`config.mk`:
```
export PLATFORM = sky130hd
export DESIGN_NAME = tmds_serializer
export DESIGN_NICKNAME = d
export VERILOG_FILES = /design/src/rtl/tmds_serializer.sv
export SDC_FILE = /design/constraint.sdc
export NUM_CORES = 1
export LEC_CHECK = 0
export CORE_MARGIN = 10
export CORE_UTILIZATION = 42
export CTS_BUF_LIST = sky130_fd_sc_hd__clkbuf_8
export CTS_CLUSTER_SIZE = 20
export DETAILED_ROUTE_END_ITERATION = 8
export GPL_TIMING_DRIVEN = 0
export PLACE_DENSITY_LB_ADDON = 0.1
export SLEW_MARGIN = 20
export SYNTH_ARGS = -nofsm -noshare
export SYNTH_HDL_FRONTEND = slang
export SYNTH_SLANG_ARGS = --single-unit
```
`constraint.sdc`:
```
create_clock -name clk -period 2.3 [get_ports clk]
set_clock_uncertainty 0.15 [all_clocks]
set_input_delay 0.69 -clock clk [delete_from_list [all_inputs] [get_ports clk]]
set_output_delay 0.69 -clock clk [all_outputs]
set_load 0.02 [all_outputs]
```
`src/rtl/tmds_serializer.sv`:
```
// 10:1 TMDS serializer, LSB first, with sticky underrun flag and idle-token fill.
// Define TMDS_SERIALIZER_UNDERRUN_CNT_EN to build the saturating underrun counter.
module tmds_serializer #(
  parameter logic [9:0] IDLE_WORD = 10'b1101010100
) (
  input  logic       clk,
  input  logic       rst_n,
  input  logic [9:0] word_in,
  input  logic       word_valid,
  output logic       word_ready,
  input  logic       clr_underrun,
  output logic       sout,
  output logic       frame,
  output logic       underrun,
  output logic [7:0] underrun_count
);

  logic [9:0] r_shreg;
  logic [9:0] w_shreg_d;
  logic [3:0] r_bit_cnt;
  logic [3:0] w_bit_cnt_d;
  logic       r_underrun;
  logic       w_underrun_d;
  logic       w_load;
  logic       w_underrun_slot;

  // Out-of-range counts (10..15) behave as the load slot so the counter self-recovers.
  assign w_load          = (r_bit_cnt >= 4'd9);
  assign w_underrun_slot = w_load & ~word_valid;

  always_comb begin
    w_shreg_d   = {1'b0, r_shreg[9:1]};
    w_bit_cnt_d = r_bit_cnt + 4'd1;
    if (w_load) begin
      w_bit_cnt_d = 4'd0;
      w_shreg_d   = word_valid ? word_in : IDLE_WORD;
    end
  end

  // Set wins over clear when an underrun slot coincides with clr_underrun.
  assign w_underrun_d = w_underrun_slot | (r_underrun & ~clr_underrun);

  always_ff @(posedge clk or negedge rst_n) begin
    if (!rst_n) begin
      r_shreg    <= IDLE_WORD;
      r_bit_cnt  <= 4'd0;
      r_underrun <= 1'b0;
    end else begin
      r_shreg    <= w_shreg_d;
      r_bit_cnt  <= w_bit_cnt_d;
      r_underrun <= w_underrun_d;
    end
  end

`ifdef TMDS_SERIALIZER_UNDERRUN_CNT_EN
  logic [7:0] r_underrun_count;
  logic [7:0] w_underrun_count_d;

  always_comb begin
    w_underrun_count_d = r_underrun_count;
    if (clr_underrun) begin
      w_underrun_count_d = w_underrun_slot ? 8'd1 : 8'd0;
    end else if (w_underrun_slot && (r_underrun_count != 8'd255)) begin
      w_underrun_count_d = r_underrun_count + 8'd1;
    end
  end

  always_ff @(posedge clk or negedge rst_n) begin
    if (!rst_n) begin
      r_underrun_count <= 8'd0;
    end else begin
      r_underrun_count <= w_underrun_count_d;
    end
  end

  assign underrun_count = r_underrun_count;
`else
  assign underrun_count = 8'd0;
`endif

  assign sout       = r_shreg[0];
  assign frame      = (r_bit_cnt == 4'd0);
  assign word_ready = w_load;
  assign underrun   = r_underrun;

endmodule

```
==> metrics.md <==
| Metric | Value |
|---|---|
| Cts hold-fix bufs | 0 |
| Final wirelength | 1580 um |
| Commonest non-fill, non-tap cells in the layout | 15 x clkdlybuf4s50_1, 11 x buf_4, 10 x dfrtp_1, 8 x conb_1 |
| Top post-synthesis cells by area | dfrtp_1 34%, dfstp_2 18%, buf_4 8.2%, o2bb2ai_1 6.0%, ha_1 5.1% |
| RSZ-0062 raised after global routing | yes |
| Setup crit start kind | flip-flop |
| CP peak stage delay | 0.40 ns |
| Total number of vias | ~520 |
| Final nets | 112 |
| Synth cell types | 22 |
| # clock sinks | 15 |
| DRC viols | 0 |
| Final Setup Violations | 0 |
| Slowest CP cell | dfrtp_1 |
| Diode count | 0 |
| Critical path peak fanout | 8 |
| Total negative setup slack | 0 ns |
| Hold Fails Final Rpt | 0 |
| Synth area leader | dfrtp_1 |
| Fin crit period | about 2.2 ns |
| Die Width | around 62 um |
| Cts bufs inserted | 3 |
| Vias in the first global route | ~560 |
| Layout cells sized above 1 | 0.287 |
| Initial drt markers | 3 |
| Status | finished clean |
| Netlist Area Pre-Place | 733 um2 |
| Leakage power | 0.461 nW |
| CP cell instances | inv_1, ha_1, nor3b_4, nand2b_4, inv_8, buf_6 |
| Site Rows | 15 |
| Number of synthesized flops with an enable pin | 0 |
| GRT overflow | 0 |
| Most common cell after layout, fill and taps aside | clkdlybuf4s50_1 |
| First-pass DRT Iterations | 2 |
| Synth top area share | 0.341 |
| CP Class | reg -> out |
| Worst setup margin | 0.0510 ns |
| Pwr dens | approximately 530 nW/um2 |
| Rel. slew slack | 0.560 |
| Max-slew violations | 0 |
| Pin count of the biggest net entering global routing | 16 |
| Max clock buf depth | 2 |
| Initial antenna violation count | 0 |
| Synth Instances | 64 |
| CTS tree | built |
| Root buffer cell | clkbuf_8 |
| Sequential area share after synthesis | 0.520 |
| Synth Warn # | 0 |
| Clk Latency, worst-skew pair | around 0.24 ns |
| Number of I/O pins | 26 |
| Post-synthesis async set-or-reset flop share | 1.00 |
| Critical path arrival | approximately 1.4 ns |
| Port bufs | 17 |
| Fmax achieved | about 0.44 GHz |
| Gpl congestion | about 0.77 |
| Core Area | around 1700 um2 |
| Clock Pin Slew Worst Setup and Hold Paths | approximately 0.06 ns |
| CP Capture Type | primary output |
| Drt via density | around 4.7 |
| GRT Total Usage | 0.0938 |
| Worst Hold Class | reg -> reg |
| Post-route ant nets | 0 |
| Synth-to-Final Area Change | 39.1% |
| Final clock period utilization by the worst path | 0.978 |
| Actual slew at the worst max-slew pin | 0.659 ns |
| Htree depth | 1 |
| Seq cells post-synth | 15 |
| Syn avg cell area | between 10 and 15 um2 |
| VDD IR-drop max | roughly 0.31 mV |
| Avg WL per Cell | around 14 um |
| Pre-CTS setup slack | -0.533 ns |
| Req. time, crit path | around 1.5 ns |
| Initial Utilization | 0.434 |
| Max cap viols | 0 |
| Top FF cell, synth | dfrtp_1 |
| Die area | approximately 3800 um2 |
| First-pass GRT wire length | ~2600 um |
| DIE HEIGHT | 61.8 um |
==> through the flow <==
stage               hold WS (ns)  cells  power (mW)   util  area [um2]
finish                     0.326    111       0.540  0.604        1020
global route               0.355    111       0.567  0.604        1020
CTS                        0.331    112       0.545  0.613        1030
detailed placement         0.313    105       0.339  0.563         951
global placement           0.311    105       0.338  0.563         951
floorplan                  0.244     71       0.308      -         759
==> kinds of logic after synthesis <==
group,count (synthesis),share of synthesized area
buffers and inverters,16,0.137
flip-flops,15,0.520
other,1,0.00511
adder cells (fa/ha/maj),3,0.0512
AO/OA/AOI/OAI,12,0.131
XOR/XNOR,1,0.0119
AND/OR/NAND/NOR,16,0.143
==> layout make-up <==
type | instances | area, um2
Fill cell | 157 | 669
Sequential cell | 15 | 382
Multi-Input combinational cell | 40 | 288
Timing Repair Buffer | 20 | 189
Buffer | 10 | 68.8
Clock buffer | 3 | 41.3
Inverter | 5 | 26.3
Tap cell | 17 | 21.3
Clock inverter | 1 | 3.75
==> state kept, by name, indices dropped and copies added (netlist names) <==
name       count
r_shreg       10
r_bit_cnt      4
underrun       1
==> cells in the mapped netlist, types with 2 or more instances <==
library cell,n
dfrtp_1,10
buf_4,8
dfstp_2,5
nand3_1,5
o2bb2ai_1,5
inv_1,4
nand3b_1,4
o22a_1,4
ha_1,3
nor2_1,3
clkbuf_1,2
==> final timing paths <==
kind                               from            to  slack (ns)  cells after the start
max                        r_bit_cnt[0]    word_ready        0.05                      6
min reg2reg                  r_shreg[1]    r_shreg[0]        0.33                      1
max in group asynchronous         rst_n    r_shreg[1]        0.88                      1
min in group asynchronous         rst_n    r_shreg[5]        0.70                      1
max reg2reg                r_bit_cnt[0]  r_bit_cnt[1]        0.76                      6
min                          r_shreg[1]    r_shreg[0]        0.33                      1
==> timing repair <==
| action | 4_1_cts | 5_1_grt |
|---|---|---|
| endpoints found under the setup margin | 2 | 2 |
| cloned | 0 | 0 |
| pin swaps | 1 | 1 |
| buffers inserted | 3 | 0 |
| resized for setup | 15 | 1 |
| endpoints found under the hold margin | 0 | 0 |
==> where the power goes <==
group | switching [mW] | internal [mW]
clock | 0.0868 | 0.118
sequential | 0.000244 | 0.267
combinational | 0.0303 | 0.0380
==> routing by layer <==
metal  track usage  vias to the layer above  share of wire
met5             0                        -              0
li1              -                      262              -
met1        0.0969                      248           0.42
met4        0.0287                        0              0
met3        0.0346                        0          0.072
met2         0.171                       11           0.51
==> critical path, delay by kind of cell (launching register included) <==
family / cells / cell delay, ns
AND/OR/NAND/NOR: 2 / 0.37
flip-flops: 1 / 0.40
buffers and inverters: 3 / 0.24
adder cells (fa/ha/maj): 1 / 0.15
No activity file was read; power rests on OpenSTA's default activity.
==> patch 1, RTL diff (config.mk and constraints unchanged) <==
Put one more register stage on the output `underrun`, without a reset. The value now appears one clock later. The other outputs are not delayed to match.
--- a/src/rtl/tmds_serializer.sv
+++ b/src/rtl/tmds_serializer.sv
@@ -81,7 +81,9 @@
   assign sout       = r_shreg[0];
   assign frame      = (r_bit_cnt == 4'd0);
   assign word_ready = w_load;
-  assign underrun   = r_underrun;
+  always_ff @(posedge clk) begin
+    underrun <= r_underrun;
+  end
 
 endmodule
 
Function: same outputs for any inputs over 10 cycles, from zero or initial values and one cycle with rst_n low; that may be too few to reach the edited logic, so the function may still have changed.
==> patch 1 against the original RTL <==
Clock power is 2% higher; core utilization is 3.7 points higher; register-to-register slack worse by 230 ps; sequential cell count grew 1; worst setup slack got worse by 38 ps; worst hold slack got worse by 100 ps; first-iteration DRC count fell by 33%; maximum frequency decreased by 1.7%; total power grew 4.1%; sequential power up 6%; design area up 7.2%; wire length increased by 7.9%; non-clock buffer count grew 4; area after synthesis rose by 2.7%; largest power group unchanged.
==> patch 1: results (changes against the original RTL) <==
Critical R2R Capture: r_shreg[6]$_DFF_PN1_
First-pass GRT wire length: 3.04 mm (+15%)
Worst reg2reg path depth: 8 (+2)
Worst EP arrival: 1450 ps (+40 ps)
Post-DP Area: 981 um2 (+3.2%)
Reg-to-reg setup timing slack: 530 ps (-230 ps)
Final Non-Filler Cells: 124 (+12%)
Post-Synthesis Cells: 65 (+1.6%)
Layout cells sized above 1: 0.323 (+0.0360)
Routed len/inst: 13.8 um (-3.4%)
Vias in the first global route: 626 (+11%)
Max incr delay on CP: 380 ps (-20 ps)
Max Fanout on Critical Path: 2 (-6)
DR vias: 562 (+7.9%)
Cells after DPL: 114 (+8.6%)
R2r startpoint: r_bit_cnt[1]$_DFF_PN0_
GP Congestion: 0.692 (-9.9%)
VDD IR max: 396 uV (+26%)
Min Tclk post-route: 2290 ps (+38.2 ps)
Status: finished, final reports clean
Async set-reset flop share out of synthesis: 0.938 (-0.0625)
Pre-CTS setup slack: -539 ps (-5.76 ps)
Number of DRC violations after detailed-routing iteration 0: 2 (-1)
Yosys cell types: 23 (+4.5%)
Total GRT Usage: 0.0956 (+0.00182)
Pleak: 0.485 nW (+5.1%)
Internal Pwr Total: 440 uW (+4.2%)
Max_slew headroom: 0.550 (-0.00973)
patch 1: cell types whose count changed after synthesis, sizes merged:
cell	unedited run	this run
dfxtp	0	1
patch 1: worst min path at each step:
stage | startpoint | endpoint | slack, ps | cells past startpoint
after floorplan | r_underrun$_DFF_PN0_ | underrun$_DFF_P_ | 200 | 0
after global placement | r_underrun$_DFF_PN0_ | underrun$_DFF_P_ | 210 | 0
after detailed placement | r_underrun$_DFF_PN0_ | underrun$_DFF_P_ | 210 | 0
after CTS | r_underrun$_DFF_PN0_ | underrun$_DFF_P_ | 230 | 0
after global routing | r_underrun$_DFF_PN0_ | underrun$_DFF_P_ | 250 | 0
final | r_underrun$_DFF_PN0_ | underrun$_DFF_P_ | 230 | 0
patch 1: cells by family (layout without fill, tap and decap cells):
| family | after synthesis | in the layout | synth area share |
|---|---|---|---|
| AOI/OAI and AO/OA | 12 | 12 | 0.128 |
| xor gates and xnor gates | 1 | 1 | 0.0116 |
| adders and majority gates | 3 | 3 | 0.0498 |
| buffers and inverters | 16 | 43 | 0.133 |
| DFF | 16 | 16 | 0.533 |
| other | 1 | 8 | 0.00498 |
| and+or+nand+nor | 16 | 16 | 0.140 |
patch 1: worst register-to-register path, delay by kind of cell, from the launching register on:
kind	cells	cell delay, ps
compound gates	1	200
buf+inv	4	390
simple gates	2	400
fa+ha+maj	1	180
flops	1	380
patch 1: what timing repair did:
item                       in CTS  in global routing
setup endpoints to repair       2                  2
resized for setup              16                  2
cloned                          0                  0
pin swaps                       2                  0
buffers inserted                5                  2
hold buffers                    0                  0
patch 1: power groups by stage:
stage	registers, mW	logic [mW]	clock network (mW)
5_1_grt	0.284	0.0746	0.232
4_1_cts	0.284	0.0686	0.216
2_1_floorplan	0.290	0.0354	0
3_3_place_gp	0.289	0.0673	0
3_5_place_dp	0.289	0.0681	0
6_report	0.284	0.0686	0.209
patch 1: metal layers:
metal	routed length (um)	vias up	track usage
met2	855	18	0.160
met1	721	267	0.104
met5	0	-	0
li1	-	273	-
met4	23	0	0.0335
met3	109	4	0.0430
patch 1: final cells by class:
| cell class | count | area [um2] |
|---|---|---|
| flip-flops and latches | 16 | 402 |
| repair buffers | 24 | 225 |
| multi-input cells | 40 | 295 |
| clock inverters | 1 | 3.75 |
| clock buffers | 3 | 41.3 |
| well taps | 25 | 31.3 |
| inverters | 5 | 26.3 |
| plain buffers | 10 | 68.8 |
| fillers | 141 | 614 |
patch 1: per-stage QoR:
step	hold WS (ps)	TNS [ps]
3_5_place_dp	213	-617
2_1_floorplan	197	0
6_report	227	0
5_1_grt	248	-55.0
4_1_cts	227	-23.4
3_3_place_gp	208	-606
==> patch 2, RTL diff (same settings) <==
Made on the original files. Add a define of `TMDS_SERIALIZER_UNDERRUN_CNT_EN`.
--- a/src/rtl/tmds_serializer.sv
+++ b/src/rtl/tmds_serializer.sv
@@ -1,5 +1,7 @@
 // 10:1 TMDS serializer, LSB first, with sticky underrun flag and idle-token fill.
 // Define TMDS_SERIALIZER_UNDERRUN_CNT_EN to build the saturating underrun counter.
+`define TMDS_SERIALIZER_UNDERRUN_CNT_EN
+
 module tmds_serializer #(
   parameter logic [9:0] IDLE_WORD = 10'b1101010100
 ) (
Formal check against the unedited RTL: same outputs for any inputs over 10 cycles, from zero or initial values and one cycle with rst_n low; that may be too few to reach the edited logic, so the function may still have changed.
==> patch 2 against the original RTL <==
The run now ends with setup timing left; wire length up 55%; sequential cell count up 8; largest power group unchanged; area after synthesis rose by 51%; worst setup slack worse by 200 ps; total power increased by 30%; critical path depth did not move; via count grew 78%; critical path type unchanged; core utilization grew 0.84 points; design area increased by 50%.
==> patch 2: results (changes against the original RTL) <==
Clk_lat worst skew: 260 ps (+20 ps)
Largest net degree at the start of global routing: 24 (+8)
Hold crit path type: input pin to async pin
Worst EP arrival: 1610 ps (+200 ps)
Vias in the first global route: 901 (+60%)
Synth Area in Compound Gates: 0.105 (-0.0266)
Post-DP Area: 0.00139 mm2 (+46%)
Status: finished, violations left
Number of DRC violations after detailed-routing iteration 0: 52 (+49)
Pre-CTS setup slack: -613 ps (-79.6 ps)
Pre-antenna DRT Iters: 4 (+2)
First-pass GRT wire length: 4.16 mm (+57%)
Routed vias/inst: 5.05 (+7.6%)
Max Fanout on Critical Path: 5 (-3)
Commonest cells in the netlist: 18 x dfrtp_1, 14 x nand2_1, 10 x inv_1, 10 x nand3_1, 8 x nor2_1
Total GRT Usage: 0.0965 (+0.00275)
Worst Slack Setup Final: -149 ps (-200 ps)
Pleak: 0.680 nW (+47%)
Slew of the pin with the lowest slew margin: 507 ps (-152 ps)
Register area share after synthesis: 0.524 (+0.00376)
Final setup vio count: 1 (+1)
Violated checks: setup timing
Yosys cell types: 34 (+55%)
Adder-Cell Fraction of Synth Area: 0.0451 (-0.00610)
PortBufs: 24 (+7)
Layout cells sized above 1: 0.221 (-0.0665)
VDD IR max: 400 uV (+27%)
GP Congestion: 0.779 (+1.4%)
Post-synthesis xor/xnor area fraction: 0.00789 (-0.00405)
## patch 2: changes by cell type in the layout (fill, tap and decap cells not counted), moves of 5 or more
cell and change:
a21oi_1 +5, o2bb2ai_1 -5, nand2_1 +14, inv_1 +6, conb_1 -8, nor2_1 +5, clkdlybuf4s50_1 +6, dfrtp_1 +8
nand3_1 +5
## patch 2: per-stage QoR
stage          utilization  instances  power, mW  hold WS (ps)  TNS (ps)
5_1_grt              0.612        184      0.741           274      -224
2_1_floorplan            -        114      0.436           244         0
4_1_cts              0.587        175      0.714           306      -149
6_report             0.612        184      0.704           237      -149
3_3_place_gp         0.555        168      0.469           274      -773
3_5_place_dp         0.555        168      0.471           287      -841
## patch 2: path summary, 6_finish.rpt
| path | start | endpoint | slack, ps | cells after the start |
|---|---|---|---|---|
| max | r_bit_cnt[0]$_DFF_PN0_ | word_ready | -150 | 6 |
| min reg2reg | r_shreg[1]$_DFF_PN0_ | r_shreg[0]$_DFF_PN0_ | 310 | 2 |
| max reg2reg | r_bit_cnt[0]$_DFF_PN0_ | r_shreg[4]$_DFF_PN1_ | 270 | 9 |
| min in group clk | r_shreg[1]$_DFF_PN0_ | r_shreg[0]$_DFF_PN0_ | 310 | 2 |
| min | rst_n | underrun_count[3]$_DFFE_PN0P_ | 240 | 1 |
| max in group asynchronous | rst_n | r_shreg[2]$_DFF_PN1_ | 1400 | 1 |
## patch 2: report_power, final
part | internal [mW] | total [mW] | switching (mW) | leakage, nW
combinational | 0.0272 | 0.0538 | 0.0266 | 0.358
clock | 0.119 | 0.243 | 0.124 | 0.0269
sequential | 0.407 | 0.407 | 0.000283 | 0.295
total | 0.553 | 0.704 | 0.151 | 0.680
## patch 2: area by class of cell
class | instances | area (um2)
timing repair buffer | 37 | 329
fill | 219 | 970
multi-input combinational | 76 | 470
buffer | 3 | 12.5
clock inverter | 1 | 3.75
tap | 30 | 37.5
clock buffer | 3 | 41.3
sequential | 23 | 582
inverter | 11 | 53.8
## patch 2: cell families (layout without fill, tap and decap cells)
family,after synthesis,after routing
and+or+nand+nor,50,50
muxes,2,2
adders and majority gates,4,4
xor gates and xnor gates,1,1
DFF,23,23
buffers and inverters,15,55
AOI/OAI and AO/OA,19,19
## patch 2: critical path: stages, from the launching register on
cell and delay (ps):
dfrtp_1 410, inv_1 70, ha_2 180, or3b_4 400, nand2_4 110, clkinv_8 60
buf_6 120
## patch 2: metal layers
metal | wire length (um) | global-route usage
met1 | 1160 | 0.131
met2 | 1150 | 0.141
met3 | 128 | 0.0331
met4 | 12 | 0.0258
met5 | 0 | 0
## patch 2: repair_timing
item                                    CTS  global route
pin swaps                                 2             0
endpoints found under the hold margin     0             0
resized for setup                        13             4
endpoints found under the setup margin    2             2
buffers inserted                          4             9
hold buffers                              0             0
